## src/rtl/bram_sweep_tester_if.sv

```systemverilog
// One BRAM port as seen by the sweep tester: write side, read side, registered read data.
interface bram_sweep_tester_if #(
    parameter int ADDR_WIDTH = 10,
    parameter int DATA_WIDTH = 36
);
    logic                  WEN_o;
    logic [ADDR_WIDTH-1:0] WR_ADDR_o;
    logic [DATA_WIDTH-1:0] WDATA_o;
    logic                  REN_o;
    logic [ADDR_WIDTH-1:0] RD_ADDR_o;
    logic [DATA_WIDTH-1:0] RDATA_i;

    modport master (
        output WEN_o, WR_ADDR_o, WDATA_o, REN_o, RD_ADDR_o,
        input  RDATA_i
    );

    modport slave (
        input  WEN_o, WR_ADDR_o, WDATA_o, REN_o, RD_ADDR_o,
        output RDATA_i
    );
endinterface

```

## src/rtl/bram_sweep_tester.sv

```systemverilog
// Write sweep then read sweep over an address window of one BRAM port, checking each
// returned word against an address-derived pattern and reporting pass/fail.
module bram_sweep_tester #(
    parameter int ADDR_WIDTH = 10,
    parameter int DATA_WIDTH = 36,
    parameter int BASE_ADDR  = 0,
    parameter int COUNT      = 512,
    parameter int ERR_WIDTH  = 16
) (
    input  logic                  clock0,
    input  logic                  nreset_i,
    input  logic                  start_i,
    output logic                  busy_o,
    output logic                  done_o,
    output logic                  pass_o,
    output logic [ERR_WIDTH-1:0]  err_cnt_o,
    output logic [ADDR_WIDTH-1:0] first_err_addr_o,
    bram_sweep_tester_if.master   bram
);
    localparam int PW = (DATA_WIDTH > ADDR_WIDTH + 20) ? DATA_WIDTH : ADDR_WIDTH + 20;
    localparam int CW = $clog2(COUNT + 1);
    localparam logic [CW-1:0]         LAST = CW'(COUNT - 1);
    localparam logic [ADDR_WIDTH-1:0] BASE = ADDR_WIDTH'(BASE_ADDR);

    function automatic logic [DATA_WIDTH-1:0] pattern(input logic [ADDR_WIDTH-1:0] a);
        logic [PW-1:0] t;
        t = PW'(a) | (PW'(a) << 20) | PW'(20'h55000);
        return t[DATA_WIDTH-1:0];
    endfunction

    typedef enum logic [2:0] {IDLE, WRITE, READ, DRAIN, DONE} state_t;

    state_t                state;
    logic [CW-1:0]         idx;
    logic                  wen, ren;
    logic [ADDR_WIDTH-1:0] wr_addr, rd_addr, wr_addr_nxt;
    logic [DATA_WIDTH-1:0] wdata;
    logic                  exp_vld;
    logic [DATA_WIDTH-1:0] exp_data;
    logic [ADDR_WIDTH-1:0] exp_addr;
    logic                  mismatch;
    logic [ERR_WIDTH-1:0]  err_next;

    assign bram.WEN_o     = wen;
    assign bram.WR_ADDR_o = wr_addr;
    assign bram.WDATA_o   = wdata;
    assign bram.REN_o     = ren;
    assign bram.RD_ADDR_o = rd_addr;
    assign wr_addr_nxt    = wr_addr + ADDR_WIDTH'(1);

    // Case inequality so an X/Z return word is flagged rather than silently matching.
    always_comb begin
        mismatch = exp_vld && (bram.RDATA_i !== exp_data);
        err_next = err_cnt_o;
        if (mismatch && err_cnt_o != '1)
            err_next = err_cnt_o + ERR_WIDTH'(1);
    end

    always_ff @(posedge clock0 or negedge nreset_i) begin
        if (!nreset_i) begin
            state            <= IDLE;
            idx              <= '0;
            wen              <= 1'b0;
            ren              <= 1'b0;
            wr_addr          <= '0;
            rd_addr          <= '0;
            wdata            <= '0;
            exp_vld          <= 1'b0;
            exp_data         <= '0;
            exp_addr         <= '0;
            busy_o           <= 1'b0;
            done_o           <= 1'b0;
            pass_o           <= 1'b0;
            err_cnt_o        <= '0;
            first_err_addr_o <= '0;
        end else begin
            // Expected word and address travel alongside the BRAM read latency.
            exp_vld  <= ren;
            exp_data <= pattern(rd_addr);
            exp_addr <= rd_addr;
            if (mismatch) begin
                err_cnt_o <= err_next;
                if (err_cnt_o == '0)
                    first_err_addr_o <= exp_addr;
            end

            case (state)
                IDLE, DONE: begin
                    if (start_i) begin
                        state            <= WRITE;
                        busy_o           <= 1'b1;
                        done_o           <= 1'b0;
                        pass_o           <= 1'b0;
                        err_cnt_o        <= '0;
                        first_err_addr_o <= '0;
                        wen              <= 1'b1;
                        wr_addr          <= BASE;
                        wdata            <= pattern(BASE);
                        idx              <= '0;
                    end
                end
                WRITE: begin
                    if (idx == LAST) begin
                        state   <= READ;
                        wen     <= 1'b0;
                        ren     <= 1'b1;
                        rd_addr <= BASE;
                        idx     <= '0;
                    end else begin
                        idx     <= idx + CW'(1);
                        wr_addr <= wr_addr_nxt;
                        wdata   <= pattern(wr_addr_nxt);
                    end
                end
                READ: begin
                    if (idx == LAST) begin
                        state <= DRAIN;
                        ren   <= 1'b0;
                    end else begin
                        idx     <= idx + CW'(1);
                        rd_addr <= rd_addr + ADDR_WIDTH'(1);
                    end
                end
                DRAIN: begin
                    state  <= DONE;
                    busy_o <= 1'b0;
                    done_o <= 1'b1;
                    pass_o <= (err_next == '0);
                end
                default: state <= IDLE;
            endcase
        end
    end
endmodule

```

## src/flat_wrapper.sv

```systemverilog
// flat-port wrapper written by rule: the top's interface ports become plain ports
module bram_sweep_tester_flat 
#(
    parameter int ADDR_WIDTH = 10,
    parameter int DATA_WIDTH = 36,
    parameter int BASE_ADDR  = 0,
    parameter int COUNT      = 512,
    parameter int ERR_WIDTH  = 16
)
  (clock0, nreset_i, start_i, busy_o, done_o, pass_o, err_cnt_o, first_err_addr_o, bram_WEN_o, bram_WR_ADDR_o, bram_WDATA_o, bram_REN_o, bram_RD_ADDR_o, bram_RDATA_i);
  bram_sweep_tester_if #(.ADDR_WIDTH(ADDR_WIDTH), .DATA_WIDTH(DATA_WIDTH)) bram_i ();
  input  logic clock0;
  input  logic nreset_i;
  input  logic start_i;
  output logic busy_o;
  output logic done_o;
  output logic pass_o;
  output logic [ERR_WIDTH-1:0] err_cnt_o;
  output logic [ADDR_WIDTH-1:0] first_err_addr_o;
  output wire logic [$bits(bram_i.WEN_o)-1:0] bram_WEN_o;
  output wire logic [$bits(bram_i.WR_ADDR_o)-1:0] bram_WR_ADDR_o;
  output wire logic [$bits(bram_i.WDATA_o)-1:0] bram_WDATA_o;
  output wire logic [$bits(bram_i.REN_o)-1:0] bram_REN_o;
  output wire logic [$bits(bram_i.RD_ADDR_o)-1:0] bram_RD_ADDR_o;
  input wire logic [$bits(bram_i.RDATA_i)-1:0] bram_RDATA_i;
  assign bram_WEN_o = bram_i.WEN_o;
  assign bram_WR_ADDR_o = bram_i.WR_ADDR_o;
  assign bram_WDATA_o = bram_i.WDATA_o;
  assign bram_REN_o = bram_i.REN_o;
  assign bram_RD_ADDR_o = bram_i.RD_ADDR_o;
  assign bram_i.RDATA_i = bram_RDATA_i;
  bram_sweep_tester #(.ADDR_WIDTH(ADDR_WIDTH), .DATA_WIDTH(DATA_WIDTH), .BASE_ADDR(BASE_ADDR), .COUNT(COUNT), .ERR_WIDTH(ERR_WIDTH)) u_core (.clock0(clock0), .nreset_i(nreset_i), .start_i(start_i), .busy_o(busy_o), .done_o(done_o), .pass_o(pass_o), .err_cnt_o(err_cnt_o), .first_err_addr_o(first_err_addr_o), .bram(bram_i));
endmodule
```

## config.mk

```make
export PLATFORM = sky130hd
export DESIGN_NAME = bram_sweep_tester_flat
export DESIGN_NICKNAME = d
export VERILOG_FILES = /design/src/rtl/bram_sweep_tester_if.sv /design/src/rtl/bram_sweep_tester.sv /design/src/flat_wrapper.sv
export SDC_FILE = /design/constraint.sdc
export NUM_CORES = 1
export LEC_CHECK = 0
export CAP_MARGIN = 15
export CORE_UTILIZATION = 51
export CTS_CLUSTER_SIZE = 30
export DETAILED_ROUTE_END_ITERATION = 7
export HOLD_SLACK_MARGIN = 0.02
export PLACE_DENSITY = 0.86
export SYNTH_ARGS = -nofsm -noshare
export SYNTH_HDL_FRONTEND = slang
export SYNTH_SLANG_ARGS = --single-unit
```

## constraint.sdc

```tcl
create_clock -name clock0 -period 4.3 [get_ports clock0]
set_input_delay 0.86 -clock clock0 [delete_from_list [all_inputs] [get_ports clock0]]
set_output_delay 0.86 -clock clock0 [all_outputs]
set_load 0.005 [all_outputs]
```

==> results.json <==
{
  "grt_setup_unrepaired": "false",
  "viasPerCell": 5.51,
  "layout-drive-gt1-share_pct": 5.49,
  "dp_hpwl_um": 7240,
  "syn_area_um2": 4250,
  "slew_viol_final": 0,
  "path_max_fanout": 24,
  "slowest_delay_ns": 0.76,
  "hold_violations": 0,
  "synth_edf_count": 0,
  "first_pass_iters": 4,
  "ant_nets": 0,
  "synth_cell_types": 51,
  "dieWidth_um": 93.2,
  "post_cts_buffers": 0,
  "synthCells": 455,
  "antenna_found_initial": 0,
  "grt_pass1_wl_um": 16700,
  "crit_chain": "clkdlybuf4s50_1 > and3_1 > o22ai_1 > nor4_2 > a21oi_2 > and4_1 > o21ai_1 > a211o_1 > o21ai_1",
  "cts_tree": "done",
  "vias": 3573,
  "path_clk_slew_ns": 0.09,
  "worst_hold_slack_ns": 0.439,
  "endpoint_kind": "register",
  "core_um2": 7890,
  "root_buffer": "clkbuf_8",
  "first_iter_violations": 225,
  "min_path_type": "register to register",
  "clock_latency_ns": 0.35,
  "synth_warnings": 0,
  "area_growth_pct": 28.5,
  "cp.arrival_ns": 3.35,
  "wirelength_um": 10000,
  "numCtsBuffers": 9,
  "die-area_um2": 8690,
  "period_share_pct": 71.4,
  "setup_viol": 0,
  "crit_type": "input pin to register",
  "power.leakage_uw": 0.00239,
  "synth_area_per_cell_um2": 9.33,
  "ys_seq_elements": 77,
  "synth_ff_type": "dfrtp_1",
  "timing.critical_path.mode_cell": "o21ai_1",
  "cts_resized": 0,
  "grt_pass1_vias": 3455,
  "track_usage_pct": 24.6,
  "clock-sinks": 77,
  "grt_start_max_net_pins": 78,
  "relSlewSlack_pct": 36.4,
  "wire_per_inst_um": 15.5,
  "clock_skew_ns": 0.00560,
  "nets": 585,
  "worstMarginPinSlew_ns": 0.954,
  "place_ws_ns": 0.902,
  "critPathTopFamily": "compound AO/OA/AOI/OAI gates",
  "min_period_ns": 3.07,
  "cellPowerDensity_nw_per_um2": 432,
  "overflow": 0,
  "cts_buffer_depth": 2,
  "portBuffers": 113,
  "initial_core_util_pct": 53.8,
  "outcome": "completed",
  "postCtsHoldBufs": 0,
  "finalWeightedCongestion": 0.904,
  "drcViolationCount": 0,
  "maxCapViolations": 0,
  "fp.dieH_um": 93.2,
  "ir_drop_uv": 257,
  "slowest_stage": "a21oi_2",
  "fmax_mhz": 326,
  "h-tree-depth": 3,
  "ys_seq_area_share_pct": 45.4,
  "cp.required_ns": 4.58,
  "setup_slack_ns": 1.23,
  "critPathBufInv": 1,
  "row_count": 32,
  "io_pins": 126,
  "n_antenna_cell": 0,
  "synthArstFlopShare_pct": 100,
  "cp-start-kind": "input pin",
  "setup_tns_ns": 0
}
-- path summary, 6_finish.rpt --
kind / start / to / slack, ns / cells after the start
max in group asynchronous: nreset_i / u_core.bram.WDATA_o[18] / 3.03 / 1
worst min register to register: u_core.bram.RD_ADDR_o[5] / u_core.exp_addr[5] / 0.44 / 0
worst max-delay path: bram_RDATA_i[27] / u_core.pass_o / 1.23 / 9
worst max register to register: u_core.idx[0] / u_core.idx[6] / 1.59 / 9
min in group asynchronous: nreset_i / u_core.err_cnt_o[4] / 0.63 / 1
worst min-delay path: u_core.bram.RD_ADDR_o[5] / u_core.exp_addr[5] / 0.44 / 0
-- cell families (layout without fill, tap and decap cells) --
family | after synthesis | count (layout) | share of synthesized area (%)
compound gates | 52 | 52 | 7.93
xor+xnor | 42 | 42 | 8.67
mux | 15 | 15 | 3.57
fa+ha+maj | 5 | 5 | 1.47
simple gates | 201 | 201 | 24.0
other cells | 2 | 13 | 0.177
buf+inv | 61 | 141 | 8.81
flops | 77 | 77 | 45.4
-- metrics by stage --
stage / area [µm²] / std cells / total power [µW] / utilization, %
final: 5460 / 648 / 2360 / 69.2
after CTS: 5460 / 648 / 2370 / 69.2
after floorplan: 4290 / 466 / 1410 / -
after detailed placement: 5230 / 632 / 1730 / 66.3
after global routing: 5460 / 648 / 2490 / 69.2
after global placement: 5230 / 632 / 1680 / 66.3
-- flip-flops by register name, summed over array words and instances, names as in the netlist --
register                 count
u_core.exp_addr              9
u_core.bram.WDATA_o          2
u_core.bram.REN_o            1
u_core.pass_o                1
u_core.exp_vld               1
u_core.err_cnt_o            16
u_core.bram.RD_ADDR_o       10
u_core.first_err_addr_o     10
u_core.done_o                1
u_core.exp_data              2
u_core.busy_o                1
u_core.bram.WEN_o            1
u_core.idx                  10
u_core.state                 3
u_core.bram.WR_ADDR_o        9
-- layout by cell type, fill, tap and decap left out, drive strengths merged, types with 10 or more instances in the layout --
| cell | instances |
|---|---|
| xor2 | 27 |
| nor3 | 19 |
| clkdlybuf4s50 | 112 |
| inv | 13 |
| dfrtp | 77 |
| nand2 | 29 |
| and3 | 15 |
| xnor2 | 15 |
| conb | 13 |
| mux2i | 14 |
| nor2 | 72 |
| nand3 | 26 |
| o21ai | 14 |
| a21oi | 15 |
| nor4 | 10 |
| nand4 | 10 |
-- metal layers --
layer	share of wire [%]	global-route usage, %	vias to the layer above	wire, µm
li1	-	-	1703	-
met1	41	31.1	1723	4140
met2	51	41.3	124	5130
met3	4.6	5.04	23	461
met4	3.0	10.3	0	302
met5	0	0	-	0
-- layout make-up --
type                    instances  area, µm²
fillers                       597       2430
repair buffers                115       1140
inverters                      10       37.5
well taps                     102        128
clock inverters                 7        106
flip-flops and latches         77       1930
clock buffers                   9        124
multi-input cells             328       1990
-- Yosys cell counts, types with 8 or more instances --
library cell	number	area share, %
nor2_1	71	6.3
a21oi_1	14	1.7
nor3_1	18	2.1
xor2_1	27	5.6
o21ai_0	12	1.4
nand3_1	26	3.1
nor4_1	8	1.2
xnor2_1	15	3.1
and3_1	15	2.2
inv_1	10	0.88
nand2_1	29	2.6
nand4_1	9	1.3
clkbuf_1	11	0.97
dfrtp_1	77	45
buf_4	38	6.7
mux2i_1	14	3.3
-- power by group --
part / internal [µW] / switching [µW] / total, µW
registers: 830 / 156 / 987
logic: 400 / 345 / 745
clock network: 337 / 290 / 627
total: 1570 / 792 / 2360
Note: power is estimated with default switching activity, not from simulation.
